===== config.mk =====
export PLATFORM = sky130hd
export DESIGN_NAME = tlrot_tl_arb_flat
export DESIGN_NICKNAME = d
export VERILOG_FILES = /design/src/rtl/tlrot_tl_arb_if.sv /design/src/rtl/tlrot_tl_arb.sv /design/src/flat_wrapper.sv
export SDC_FILE = /design/constraint.sdc
export NUM_CORES = 1
export LEC_CHECK = 0
export CORE_AREA = 2 2 160 162
export DETAILED_ROUTE_END_ITERATION = 16
export DIE_AREA = 0 0 162 164
export SYNTH_ARGS = -nofsm -noshare
export SYNTH_HDL_FRONTEND = slang
export SYNTH_SLANG_ARGS = --single-unit

===== constraint.sdc =====
create_clock -name clk_i -period 2.3 [get_ports clk_i]
set_clock_uncertainty 0.05 [all_clocks]
set_input_delay 0.46 -clock clk_i [delete_from_list [all_inputs] [get_ports clk_i]]
set_output_delay 0.46 -clock clk_i [all_outputs]
set_load 0.05 [all_outputs]

===== src/rtl/tlrot_tl_arb_if.sv =====
// TL-UL link bundle shared by the two host ports and the ROT port of
// tlrot_tl_arb. The master modport is the side that issues A requests and
// consumes D responses; the slave modport is the responding side.
interface tlrot_tl_arb_if;
  logic        a_valid;
  logic        a_ready;
  logic [2:0]  a_opcode;
  logic [2:0]  a_param;
  logic [1:0]  a_size;
  logic [7:0]  a_source;
  logic [31:0] a_address;
  logic [3:0]  a_mask;
  logic [31:0] a_data;

  logic        d_valid;
  logic        d_ready;
  logic [2:0]  d_opcode;
  logic [2:0]  d_param;
  logic [1:0]  d_size;
  logic [7:0]  d_source;
  logic        d_sink;
  logic [31:0] d_data;
  logic        d_denied;

  modport master (
    output a_valid, a_opcode, a_param, a_size, a_source, a_address, a_mask, a_data,
    output d_ready,
    input  a_ready,
    input  d_valid, d_opcode, d_param, d_size, d_source, d_sink, d_data, d_denied
  );

  modport slave (
    input  a_valid, a_opcode, a_param, a_size, a_source, a_address, a_mask, a_data,
    input  d_ready,
    output a_ready,
    output d_valid, d_opcode, d_param, d_size, d_source, d_sink, d_data, d_denied
  );
endinterface


===== src/rtl/tlrot_tl_arb.sv =====
// tlrot_tl_arb: two-host TL-UL arbiter in front of the TLROT_top slave port.
// Host 0 (core MMIO) and host 1 (secure-boot sequencer) are granted round-robin
// with zero added latency; an in-order tag FIFO steers D responses back.
// Optional feature macro TLROT_TL_ARB_ADDR_FILTER_EN: host-1 accesses outside
// [H1_BASE, H1_BASE+H1_SIZE) are answered locally with a denied response.
module tlrot_tl_arb #(
  parameter int          DEPTH   = 4,
  parameter logic [31:0] H1_BASE = 32'h0000_0000,
  parameter logic [31:0] H1_SIZE = 32'h0000_1000
) (
  input  logic           clk_i,
  input  logic           rst_i,
  tlrot_tl_arb_if.slave  h0_if,
  tlrot_tl_arb_if.slave  h1_if,
  tlrot_tl_arb_if.master rot_if
);

  localparam int            PtrW      = $clog2(DEPTH);
  localparam logic [PtrW:0] FullCount = (PtrW + 1)'(DEPTH);

`ifdef TLROT_TL_ARB_ADDR_FILTER_EN
  localparam bit FilterEn = 1'b1;
`else
  localparam bit FilterEn = 1'b0;
`endif

  typedef struct packed {
    logic       host;
    logic       isLocal;
    logic       isGet;
    logic [1:0] size;
    logic [7:0] source;
  } tag_t;

  tag_t            fifoMem_q [DEPTH];
  logic [PtrW-1:0] wrPtr_q, wrPtr_d, rdPtr_q, rdPtr_d;
  logic [PtrW:0]   count_q, count_d;
  logic            prio_q, prio_d;
  logic            err_q, err_d;

  logic            full, empty;
  logic            elig0, elig1, anyElig, grantHost, grantLocal;
  logic            h1Outside;
  logic [32:0]     h1Addr, winLo, winHi;
  logic            push, pop, drop;
  tag_t            pushEntry, head;

  assign full  = (count_q == FullCount);
  assign empty = (count_q == '0);
  assign head  = fifoMem_q[rdPtr_q];

  // 33-bit window compare so a window that ends at 2^32 does not wrap.
  assign h1Addr    = {1'b0, h1_if.a_address};
  assign winLo     = {1'b0, H1_BASE};
  assign winHi     = {1'b0, H1_BASE} + {1'b0, H1_SIZE};
  assign h1Outside = (h1Addr < winLo) || (h1Addr >= winHi);

  // Arbitration and A forwarding: grant, steer winner onto ROT, compute push.
  always_comb begin
    elig0      = h0_if.a_valid && !full && !rst_i;
    elig1      = h1_if.a_valid && !full && !rst_i;
    anyElig    = elig0 || elig1;
    grantHost  = (elig0 && elig1) ? prio_q : elig1;
    grantLocal = FilterEn && anyElig && grantHost && h1Outside;

    rot_if.a_valid   = anyElig && !grantLocal;
    rot_if.a_opcode  = grantHost ? h1_if.a_opcode  : h0_if.a_opcode;
    rot_if.a_param   = grantHost ? h1_if.a_param   : h0_if.a_param;
    rot_if.a_size    = grantHost ? h1_if.a_size    : h0_if.a_size;
    rot_if.a_source  = grantHost ? h1_if.a_source  : h0_if.a_source;
    rot_if.a_address = grantHost ? h1_if.a_address : h0_if.a_address;
    rot_if.a_mask    = grantHost ? h1_if.a_mask    : h0_if.a_mask;
    rot_if.a_data    = grantHost ? h1_if.a_data    : h0_if.a_data;

    h0_if.a_ready = anyElig && !grantHost && rot_if.a_ready;
    h1_if.a_ready = anyElig && grantHost && (grantLocal || rot_if.a_ready);
    push          = anyElig && (grantLocal || rot_if.a_ready);

    pushEntry.host    = grantHost;
    pushEntry.isLocal = grantLocal;
    pushEntry.isGet   = (rot_if.a_opcode == 3'd4);
    pushEntry.size    = rot_if.a_size;
    pushEntry.source  = rot_if.a_source;
  end

  // Response routing: the FIFO head decides which host sees the D beat.
  always_comb begin
    h0_if.d_valid  = 1'b0;
    h0_if.d_opcode = rot_if.d_opcode;
    h0_if.d_param  = rot_if.d_param;
    h0_if.d_size   = rot_if.d_size;
    h0_if.d_source = rot_if.d_source;
    h0_if.d_sink   = rot_if.d_sink;
    h0_if.d_data   = rot_if.d_data;
    h0_if.d_denied = rot_if.d_denied;
    h1_if.d_valid  = 1'b0;
    h1_if.d_opcode = rot_if.d_opcode;
    h1_if.d_param  = rot_if.d_param;
    h1_if.d_size   = rot_if.d_size;
    h1_if.d_source = rot_if.d_source;
    h1_if.d_sink   = rot_if.d_sink;
    h1_if.d_data   = rot_if.d_data;
    h1_if.d_denied = rot_if.d_denied;
    rot_if.d_ready = 1'b0;
    pop            = 1'b0;
    drop           = 1'b0;
    if (rst_i) begin
      pop = 1'b0;
    end else if (empty) begin
      rot_if.d_ready = rot_if.d_valid;
      drop           = rot_if.d_valid;
    end else if (head.isLocal) begin
      h1_if.d_valid  = 1'b1;
      h1_if.d_opcode = head.isGet ? 3'd1 : 3'd0;
      h1_if.d_param  = 3'd0;
      h1_if.d_size   = head.size;
      h1_if.d_source = head.source;
      h1_if.d_sink   = 1'b0;
      h1_if.d_data   = 32'h0;
      h1_if.d_denied = 1'b1;
      pop            = h1_if.d_ready;
    end else if (head.host) begin
      h1_if.d_valid  = rot_if.d_valid;
      rot_if.d_ready = h1_if.d_ready;
      pop            = rot_if.d_valid && h1_if.d_ready;
    end else begin
      h0_if.d_valid  = rot_if.d_valid;
      rot_if.d_ready = h0_if.d_ready;
      pop            = rot_if.d_valid && h0_if.d_ready;
    end
  end

  // Next-state for pointers, occupancy, round-robin priority and error flag.
  always_comb begin
    wrPtr_d = wrPtr_q;
    rdPtr_d = rdPtr_q;
    count_d = count_q;
    prio_d  = prio_q;
    err_d   = err_q || drop;
    if (push) begin
      wrPtr_d = wrPtr_q + 1'b1;
      prio_d  = ~grantHost;
    end
    if (pop) begin
      rdPtr_d = rdPtr_q + 1'b1;
    end
    case ({push, pop})
      2'b10:   count_d = count_q + 1'b1;
      2'b01:   count_d = count_q - 1'b1;
      default: count_d = count_q;
    endcase
  end

  // Control state registers; reset drops every outstanding tag.
  always_ff @(posedge clk_i) begin
    if (rst_i) begin
      wrPtr_q <= '0;
      rdPtr_q <= '0;
      count_q <= '0;
      prio_q  <= 1'b0;
      err_q   <= 1'b0;
    end else begin
      wrPtr_q <= wrPtr_d;
      rdPtr_q <= rdPtr_d;
      count_q <= count_d;
      prio_q  <= prio_d;
      err_q   <= err_d;
    end
  end

  // Tag storage; contents are don't-care until written, so no reset needed.
  always_ff @(posedge clk_i) begin
    if (push) begin
      fifoMem_q[wrPtr_q] <= pushEntry;
    end
  end

  // Stray-response flag stays set until reset; the FIFO never overflows.
  errSticky: assert property (@(posedge clk_i) disable iff (rst_i) err_q |=> err_q);
  noOverflow: assert property (@(posedge clk_i) disable iff (rst_i) !(push && full));

endmodule


===== src/flat_wrapper.sv =====
// flat-port wrapper written by rule: the top's interface ports become plain ports
module tlrot_tl_arb_flat 
#(
  parameter int          DEPTH   = 4,
  parameter logic [31:0] H1_BASE = 32'h0000_0000,
  parameter logic [31:0] H1_SIZE = 32'h0000_1000
)
  (clk_i, rst_i, h0_if_a_valid, h0_if_a_opcode, h0_if_a_param, h0_if_a_size, h0_if_a_source, h0_if_a_address, h0_if_a_mask, h0_if_a_data, h0_if_d_ready, h0_if_a_ready, h0_if_d_valid, h0_if_d_opcode, h0_if_d_param, h0_if_d_size, h0_if_d_source, h0_if_d_sink, h0_if_d_data, h0_if_d_denied, h1_if_a_valid, h1_if_a_opcode, h1_if_a_param, h1_if_a_size, h1_if_a_source, h1_if_a_address, h1_if_a_mask, h1_if_a_data, h1_if_d_ready, h1_if_a_ready, h1_if_d_valid, h1_if_d_opcode, h1_if_d_param, h1_if_d_size, h1_if_d_source, h1_if_d_sink, h1_if_d_data, h1_if_d_denied, rot_if_a_valid, rot_if_a_opcode, rot_if_a_param, rot_if_a_size, rot_if_a_source, rot_if_a_address, rot_if_a_mask, rot_if_a_data, rot_if_d_ready, rot_if_a_ready, rot_if_d_valid, rot_if_d_opcode, rot_if_d_param, rot_if_d_size, rot_if_d_source, rot_if_d_sink, rot_if_d_data, rot_if_d_denied);
  tlrot_tl_arb_if h0_if_i ();
  tlrot_tl_arb_if h1_if_i ();
  tlrot_tl_arb_if rot_if_i ();
  input  logic clk_i;
  input  logic rst_i;
  input wire logic [$bits(h0_if_i.a_valid)-1:0] h0_if_a_valid;
  input wire logic [$bits(h0_if_i.a_opcode)-1:0] h0_if_a_opcode;
  input wire logic [$bits(h0_if_i.a_param)-1:0] h0_if_a_param;
  input wire logic [$bits(h0_if_i.a_size)-1:0] h0_if_a_size;
  input wire logic [$bits(h0_if_i.a_source)-1:0] h0_if_a_source;
  input wire logic [$bits(h0_if_i.a_address)-1:0] h0_if_a_address;
  input wire logic [$bits(h0_if_i.a_mask)-1:0] h0_if_a_mask;
  input wire logic [$bits(h0_if_i.a_data)-1:0] h0_if_a_data;
  input wire logic [$bits(h0_if_i.d_ready)-1:0] h0_if_d_ready;
  output wire logic [$bits(h0_if_i.a_ready)-1:0] h0_if_a_ready;
  output wire logic [$bits(h0_if_i.d_valid)-1:0] h0_if_d_valid;
  output wire logic [$bits(h0_if_i.d_opcode)-1:0] h0_if_d_opcode;
  output wire logic [$bits(h0_if_i.d_param)-1:0] h0_if_d_param;
  output wire logic [$bits(h0_if_i.d_size)-1:0] h0_if_d_size;
  output wire logic [$bits(h0_if_i.d_source)-1:0] h0_if_d_source;
  output wire logic [$bits(h0_if_i.d_sink)-1:0] h0_if_d_sink;
  output wire logic [$bits(h0_if_i.d_data)-1:0] h0_if_d_data;
  output wire logic [$bits(h0_if_i.d_denied)-1:0] h0_if_d_denied;
  input wire logic [$bits(h1_if_i.a_valid)-1:0] h1_if_a_valid;
  input wire logic [$bits(h1_if_i.a_opcode)-1:0] h1_if_a_opcode;
  input wire logic [$bits(h1_if_i.a_param)-1:0] h1_if_a_param;
  input wire logic [$bits(h1_if_i.a_size)-1:0] h1_if_a_size;
  input wire logic [$bits(h1_if_i.a_source)-1:0] h1_if_a_source;
  input wire logic [$bits(h1_if_i.a_address)-1:0] h1_if_a_address;
  input wire logic [$bits(h1_if_i.a_mask)-1:0] h1_if_a_mask;
  input wire logic [$bits(h1_if_i.a_data)-1:0] h1_if_a_data;
  input wire logic [$bits(h1_if_i.d_ready)-1:0] h1_if_d_ready;
  output wire logic [$bits(h1_if_i.a_ready)-1:0] h1_if_a_ready;
  output wire logic [$bits(h1_if_i.d_valid)-1:0] h1_if_d_valid;
  output wire logic [$bits(h1_if_i.d_opcode)-1:0] h1_if_d_opcode;
  output wire logic [$bits(h1_if_i.d_param)-1:0] h1_if_d_param;
  output wire logic [$bits(h1_if_i.d_size)-1:0] h1_if_d_size;
  output wire logic [$bits(h1_if_i.d_source)-1:0] h1_if_d_source;
  output wire logic [$bits(h1_if_i.d_sink)-1:0] h1_if_d_sink;
  output wire logic [$bits(h1_if_i.d_data)-1:0] h1_if_d_data;
  output wire logic [$bits(h1_if_i.d_denied)-1:0] h1_if_d_denied;
  output wire logic [$bits(rot_if_i.a_valid)-1:0] rot_if_a_valid;
  output wire logic [$bits(rot_if_i.a_opcode)-1:0] rot_if_a_opcode;
  output wire logic [$bits(rot_if_i.a_param)-1:0] rot_if_a_param;
  output wire logic [$bits(rot_if_i.a_size)-1:0] rot_if_a_size;
  output wire logic [$bits(rot_if_i.a_source)-1:0] rot_if_a_source;
  output wire logic [$bits(rot_if_i.a_address)-1:0] rot_if_a_address;
  output wire logic [$bits(rot_if_i.a_mask)-1:0] rot_if_a_mask;
  output wire logic [$bits(rot_if_i.a_data)-1:0] rot_if_a_data;
  output wire logic [$bits(rot_if_i.d_ready)-1:0] rot_if_d_ready;
  input wire logic [$bits(rot_if_i.a_ready)-1:0] rot_if_a_ready;
  input wire logic [$bits(rot_if_i.d_valid)-1:0] rot_if_d_valid;
  input wire logic [$bits(rot_if_i.d_opcode)-1:0] rot_if_d_opcode;
  input wire logic [$bits(rot_if_i.d_param)-1:0] rot_if_d_param;
  input wire logic [$bits(rot_if_i.d_size)-1:0] rot_if_d_size;
  input wire logic [$bits(rot_if_i.d_source)-1:0] rot_if_d_source;
  input wire logic [$bits(rot_if_i.d_sink)-1:0] rot_if_d_sink;
  input wire logic [$bits(rot_if_i.d_data)-1:0] rot_if_d_data;
  input wire logic [$bits(rot_if_i.d_denied)-1:0] rot_if_d_denied;
  assign h0_if_i.a_valid = h0_if_a_valid;
  assign h0_if_i.a_opcode = h0_if_a_opcode;
  assign h0_if_i.a_param = h0_if_a_param;
  assign h0_if_i.a_size = h0_if_a_size;
  assign h0_if_i.a_source = h0_if_a_source;
  assign h0_if_i.a_address = h0_if_a_address;
  assign h0_if_i.a_mask = h0_if_a_mask;
  assign h0_if_i.a_data = h0_if_a_data;
  assign h0_if_i.d_ready = h0_if_d_ready;
  assign h0_if_a_ready = h0_if_i.a_ready;
  assign h0_if_d_valid = h0_if_i.d_valid;
  assign h0_if_d_opcode = h0_if_i.d_opcode;
  assign h0_if_d_param = h0_if_i.d_param;
  assign h0_if_d_size = h0_if_i.d_size;
  assign h0_if_d_source = h0_if_i.d_source;
  assign h0_if_d_sink = h0_if_i.d_sink;
  assign h0_if_d_data = h0_if_i.d_data;
  assign h0_if_d_denied = h0_if_i.d_denied;
  assign h1_if_i.a_valid = h1_if_a_valid;
  assign h1_if_i.a_opcode = h1_if_a_opcode;
  assign h1_if_i.a_param = h1_if_a_param;
  assign h1_if_i.a_size = h1_if_a_size;
  assign h1_if_i.a_source = h1_if_a_source;
  assign h1_if_i.a_address = h1_if_a_address;
  assign h1_if_i.a_mask = h1_if_a_mask;
  assign h1_if_i.a_data = h1_if_a_data;
  assign h1_if_i.d_ready = h1_if_d_ready;
  assign h1_if_a_ready = h1_if_i.a_ready;
  assign h1_if_d_valid = h1_if_i.d_valid;
  assign h1_if_d_opcode = h1_if_i.d_opcode;
  assign h1_if_d_param = h1_if_i.d_param;
  assign h1_if_d_size = h1_if_i.d_size;
  assign h1_if_d_source = h1_if_i.d_source;
  assign h1_if_d_sink = h1_if_i.d_sink;
  assign h1_if_d_data = h1_if_i.d_data;
  assign h1_if_d_denied = h1_if_i.d_denied;
  assign rot_if_a_valid = rot_if_i.a_valid;
  assign rot_if_a_opcode = rot_if_i.a_opcode;
  assign rot_if_a_param = rot_if_i.a_param;
  assign rot_if_a_size = rot_if_i.a_size;
  assign rot_if_a_source = rot_if_i.a_source;
  assign rot_if_a_address = rot_if_i.a_address;
  assign rot_if_a_mask = rot_if_i.a_mask;
  assign rot_if_a_data = rot_if_i.a_data;
  assign rot_if_d_ready = rot_if_i.d_ready;
  assign rot_if_i.a_ready = rot_if_a_ready;
  assign rot_if_i.d_valid = rot_if_d_valid;
  assign rot_if_i.d_opcode = rot_if_d_opcode;
  assign rot_if_i.d_param = rot_if_d_param;
  assign rot_if_i.d_size = rot_if_d_size;
  assign rot_if_i.d_source = rot_if_d_source;
  assign rot_if_i.d_sink = rot_if_d_sink;
  assign rot_if_i.d_data = rot_if_d_data;
  assign rot_if_i.d_denied = rot_if_d_denied;
  tlrot_tl_arb #(.DEPTH(DEPTH), .H1_BASE(H1_BASE), .H1_SIZE(H1_SIZE)) u_core (.clk_i(clk_i), .rst_i(rst_i), .h0_if(h0_if_i), .h1_if(h1_if_i), .rot_if(rot_if_i));
endmodule

== After elaboration in Yosys (flattened, before gate mapping) ==
Memory sizes are Yosys's and may differ from the RTL's. A register that Yosys moved wholly into a read port is not among the register bits.
Index checks and enable logic that the tools add are counted.

* Flip-flop bits (word level): 8
* RAM bits: 48
* Bits of input ports: 226
* Output and inout port bits: 190
* Memories: 1

{| class="wikitable"
|+ Memories
! memory !! words !! width !! read ports !! clocked after memory_dff !! wr ports !! RTL line !! source
|-
| u_core.fifoMem_q || 4 || 12 || 1 || 1 || 1 || tlrot_tl_arb.sv:35 || <nowiki>tag_t fifoMem_q [DEPTH];</nowiki>
|}

* Add/sub/neg operators: 4
* Equality and inequality tests: 4
* Mux-type cells: 51
* Bitwise operators: 1
* Reduce and logical (&&, ||, !) cells: 18

{| class="wikitable"
|+ Operators by type and width
! kind !! count
|-
| $mux W32 || 5
|-
| $mux W8 || 4
|-
| $mux W1 || 26
|-
| $mux W3 || 8
|-
| $logic_and A1 B1 Y1 || 12
|-
| $mux W2 || 6
|-
| $eq A3 B3 Y1 const B || 2
|-
| $pmux W3 S2 || 1
|-
| $add A2 B1 Y2 const B || 2
|-
| $mux W4 || 1
|-
| $add A3 B1 Y3 const B || 1
|-
| $logic_not A1 Y1 || 3
|-
| $logic_not A3 Y1 || 1
|-
| $sub A3 B1 Y3 const B || 1
|-
| $eq A2 B1 Y1 const B || 1
|-
| $eq A2 B2 Y1 const B || 1
|-
| $reduce_bool A2 Y1 || 1
|-
| $logic_or A1 B1 Y1 || 1
|-
| $not A1 Y1 || 1
|}

== Logic depth before layout (Yosys ltp) ==
* Depth after elaboration: 9
* Mapped depth: 9
* Depth with buffers taken out: 9

== Worst setup path after synthesis ==
OpenSTA, ideal clock, no wires.

* Kind: register to output
* Start point: register with a tool-made name
* End point: output rot_if_d_ready
* Arrival time: 2252 ps
* Path slack: -462 ps
* Cell stages (with the launch flop): 4
* Buffers on the path: 0
* Cells stage by stage: dfxtp_1 mux4_2 mux2i_1 a211oi_1

{| class="wikitable"
|+ RTL lines
! element !! RTL line !! source
|-
| to (decl) || flat_wrapper.sv:58 || <nowiki>output wire logic [$bits(rot_if_i.d_ready)-1:0] rot_if_d_ready;</nowiki>
|}

== Final worst setup path ==
* Start point: register u_core.count_q[1]
* End point: output rot_if_a_data[7]

* Word-level cells in the longest chain between the ends: 7

{| class="wikitable"
|+ Ends and longest elaborated chain
! element !! RTL line !! source
|-
| from (decl) || tlrot_tl_arb.sv:37 || <nowiki>logic [PtrW:0] count_q, count_d;</nowiki>
|-
| from (signal assigned) || tlrot_tl_arb.sv:165 || <nowiki>count_q <= count_d;</nowiki>
|-
| $eq A3 B3 Y1 * || tlrot_tl_arb.sv:48 || <nowiki>assign full = (count_q == FullCount);</nowiki>
|-
| $logic_not A1 Y1 * || tlrot_tl_arb.sv:60, tlrot_tl_arb.sv:61 ||
|-
| $logic_and A1 B1 Y1, on equally long branches (2 in series) || tlrot_tl_arb.sv:60, tlrot_tl_arb.sv:61 ||
|-
| $logic_and A1 B1 Y1 || tlrot_tl_arb.sv:63 || <nowiki>grantHost = (elig0 && elig1) ? prio_q : elig1;</nowiki>
|-
| $mux W1 * || tlrot_tl_arb.sv:63 ||
|-
| $mux W32 * || tlrot_tl_arb.sv:73 || <nowiki>rot_if.a_data = grantHost ? h1_if.a_data : h0_if.a_data;</nowiki>
|-
| to (decl) || flat_wrapper.sv:57 || <nowiki>output wire logic [$bits(rot_if_i.a_data)-1:0] rot_if_a_data;</nowiki>
|}

Mark *: on every way between the ends. The rest lies on a longest branch, timed or not.

==> out/results.tsv <==
stage	metric	value	unit
synth	ys_ff_latch	14	
die	die_width	162	um
layout	synthToLayoutAreaGrowth	122	%
sta	setup_viol	86	
route	vias_per_cell	3.27	
run_status	outcome	complete, but fails checks	
critical_path	crit_path_max_incr_delay	0.41	ns
die	dieArea	26600	um2
layout	diodes	0	
critical_path	reg2reg_to	u_core.count_q[2]	
sta	fin_crit	2.51	ns
power_and_ir_drop	power_leakage	2.46	nW
placed_design	place_area	5130	um2
clocking	hold_buffers	0	
synth	netlist_area	2680	um2
synth	synth_cells	265	
critical_path	path_cells	or3b_4, nand3_4, nor2_4, buf_6, buf_12, clkbuf_16, mux2_4, buf_8	
min_path	holdPathStages	2	
global_route	antenna_found_initial	0	
synth	synthFlopType	dfxtp_1	
route	routed_wl	11400	um
layout	design_area	5950	um2
sta	fmaxAchievable	398	MHz
placed_design	io_buffers	265	
synth	synth_fp_nets	497	
sta	slew_violations	0	
run_status	violations	setup timing	
synth	synth.avg_cell_area	10.1	um2
clocking	clock_path_buffers	2	
sta	worst_pin_slew	0.241	ns
min_path	holdPathEnd	u_core.prio_q	
global_route	grt_usage	0.0739	
route	ant_nets	0	
sta	rsz0062_at_grt	yes	
sta	final-hold-violation-count	0	
power_and_ir_drop	vdd_drop_max	0.000223	V
die	ios	416	
min_path	hp-start	u_core.prio_q	
critical_path	worst-path-buf-inv	4	
clocking	cts_sinks	14	
critical_path	r2r-start	u_core.fifoMem_q[0][11]	
sta	relSlewSlack	0.839	
critical_path	crit_required	1.79	ns
clocking	path_clk_slew	0.05	ns
critical_path	crit_path_top_delay_cell	or3b_4	
power_and_ir_drop	p_per_area	351	nW/um2
synth	async_reset_ff_frac	0	
clocking	numCtsBuffers	3	
placed_design	dp_hpwl	9030	um
critical_path	critPathLaunchType	flop	
clocking	tritoncts	built	
die	num_rows	58	
synth	ys_warn_count	0	
global_route	grt_max_degree	15	
critical_path	crit_fanout	7	
placed_design	gp_congestion	0.693	
critical_path	crit_arrival	2.00	ns
route	via_count	2643	
layout	finalNetCount	712	
clocking	insertion_delay	0.24	ns
layout	drive_gt1_frac	0.518	
layout	fillers	2674	
power_and_ir_drop	total_power	0.00209	W
critical_path	worst-setup-path-type	reg2out	
placed_design	dp.cells	790	
sta	timing.final.crit_share	1.09	
synth	ys_seq_area_frac	0.119	
sta	finalWorstSetupSlack	-0.213	ns
sta	timing.hold.ws	0.412	ns
critical_path	worstSetupEndpointType	output port	
layout	final_cells	809	
die	core_area	24800	um2
global_route	grt_overflow	0	
synth	ys_types	29	
run	maxCapViolations	0	
min_path	min_path_type	reg2reg	
critical_path	critical-path-top-delay-family	buffers and inverters	
critical_path	reg2reg_slack	-0.15	ns
clocking	root_buffer	clkbuf_16	
die	initial_core_util	0.108	
route	dr.pass1.iters	4	
sta	fin_tns_setup	-13.97	ns
critical_path	r2r.worst_path.cells	9	
route	wl_per_cell	14.1	um
clocking	htreeDepth	1	
route	drc_errors	0	
die	die_y	164	um
global_route	grt_pass1_wl	15000	um
synth	synth_edf_count	4	
global_route	grt_pass1_vias	2710	
route	drt_iter0_drc	57	
==> worst min-delay path, stage by stage (launching register included) <==
cell	delay (ns)
dfxtp_1	0.31
inv_1	0.05
a211oi_1	0.05
==> placed cells by master, fill, tap and decap left out, types with 5 or more instances in the layout <==
cell type	instances
buf_4	26
clkdlybuf4s50_1	172
dfxtp_1	6
buf_12	10
inv_1	6
buf_8	23
a21oi_1	5
clkbuf_16	5
nor2_1	7
mux2_2	28
buf_6	81
mux2_4	57
==> per-stage QoR <==
step / util / setup WS [ns]
after global routing: 0.240 / -0.273
after detailed placement: 0.207 / -0.362
after floorplan: - / -0.109
after CTS: 0.234 / -0.252
after global placement: 0.207 / -0.365
final: 0.240 / -0.213
==> layout make-up <==
type	instances	area (um2)	area share
Sequential cell	14	325	0.0546
Multi-Input combinational cell	134	1580	0.265
Tap cell	330	413	0.0693
Inverter	7	26.3	0.00441
Clock buffer	3	75.1	0.0126
Clock inverter	1	3.75	0.000630
Timing Repair Buffer	320	3530	0.593
==> report_power, final <==
part           total (W)  switching [W]  internal (W)
Combinational    0.00150       0.000708      0.000791
Sequential      0.000271     0.00000573      0.000266
Clock           0.000321      0.0000924      0.000229
==> worst max path at each step <==
stage | depth (start not counted) | to | from | slack [ns]
2_1_floorplan | 9 | u_core.count_q[2] | u_core.fifoMem_q[3][11] | -0.11
3_3_place_gp | 8 | rot_if_a_address[11] | h0_if_a_valid | -0.37
4_1_cts | 8 | rot_if_a_data[11] | u_core.count_q[0] | -0.25
6_report | 8 | rot_if_a_data[7] | u_core.count_q[1] | -0.21
5_1_grt | 8 | rot_if_a_data[7] | u_core.count_q[1] | -0.27
3_5_place_dp | 8 | rot_if_a_mask[3] | h0_if_a_valid | -0.36
==> cells by family (layout without fill, tap and decap cells) <==
logic type,Yosys count,in the layout,share of synthesized area
adder cells (fa/ha/maj),6,6,0.0308
AND/OR/NAND/NOR,26,26,0.0527
XOR/XNOR,3,3,0.00980
multiplexers,87,87,0.438
flip-flops,14,14,0.119
buffers and inverters,117,331,0.322
AO/OA/AOI/OAI,12,12,0.0275
==> metal layers <==
| layer | up-vias | global-route usage | routed length [um] |
|---|---|---|---|
| li1 | 1233 | - | - |
| met1 | 1162 | 0.0798 | 3980 |
| met2 | 237 | 0.126 | 5630 |
| met3 | 11 | 0.0439 | 1670 |
| met4 | 0 | 0.0121 | 87 |
| met5 | - | 0 | 0 |
==> synthesized netlist by cell type, types with 2 or more instances <==
cell type	number	area, um2
buf_6	6	67.6
edfxtp_1	4	120
and3_1	4	25.0
dfxtp_1	10	200
a21oi_1	5	25.0
ha_1	5	62.6
xor2_1	2	17.5
o21ai_0	3	15.0
or3_1	4	25.0
inv_1	7	26.3
nand3_1	2	10.0
a211oi_1	2	15.0
buf_2	3	15.0
mux2_4	49	736
buf_4	100	751
nor2b_1	2	12.5
mux2_2	36	405
nor2_1	10	37.5
==> what timing repair did <==
| action | CTS | global route |
|---|---|---|
| pin swaps | 3 | 2 |
| setup buffers | 9 | 1 |
| endpoints found under the setup margin | 89 | 87 |
| cloned | 3 | 2 |
| resized for setup | 128 | 23 |
| endpoints found under the hold margin | 0 | 0 |
Power figures use the tool's default switching activity.
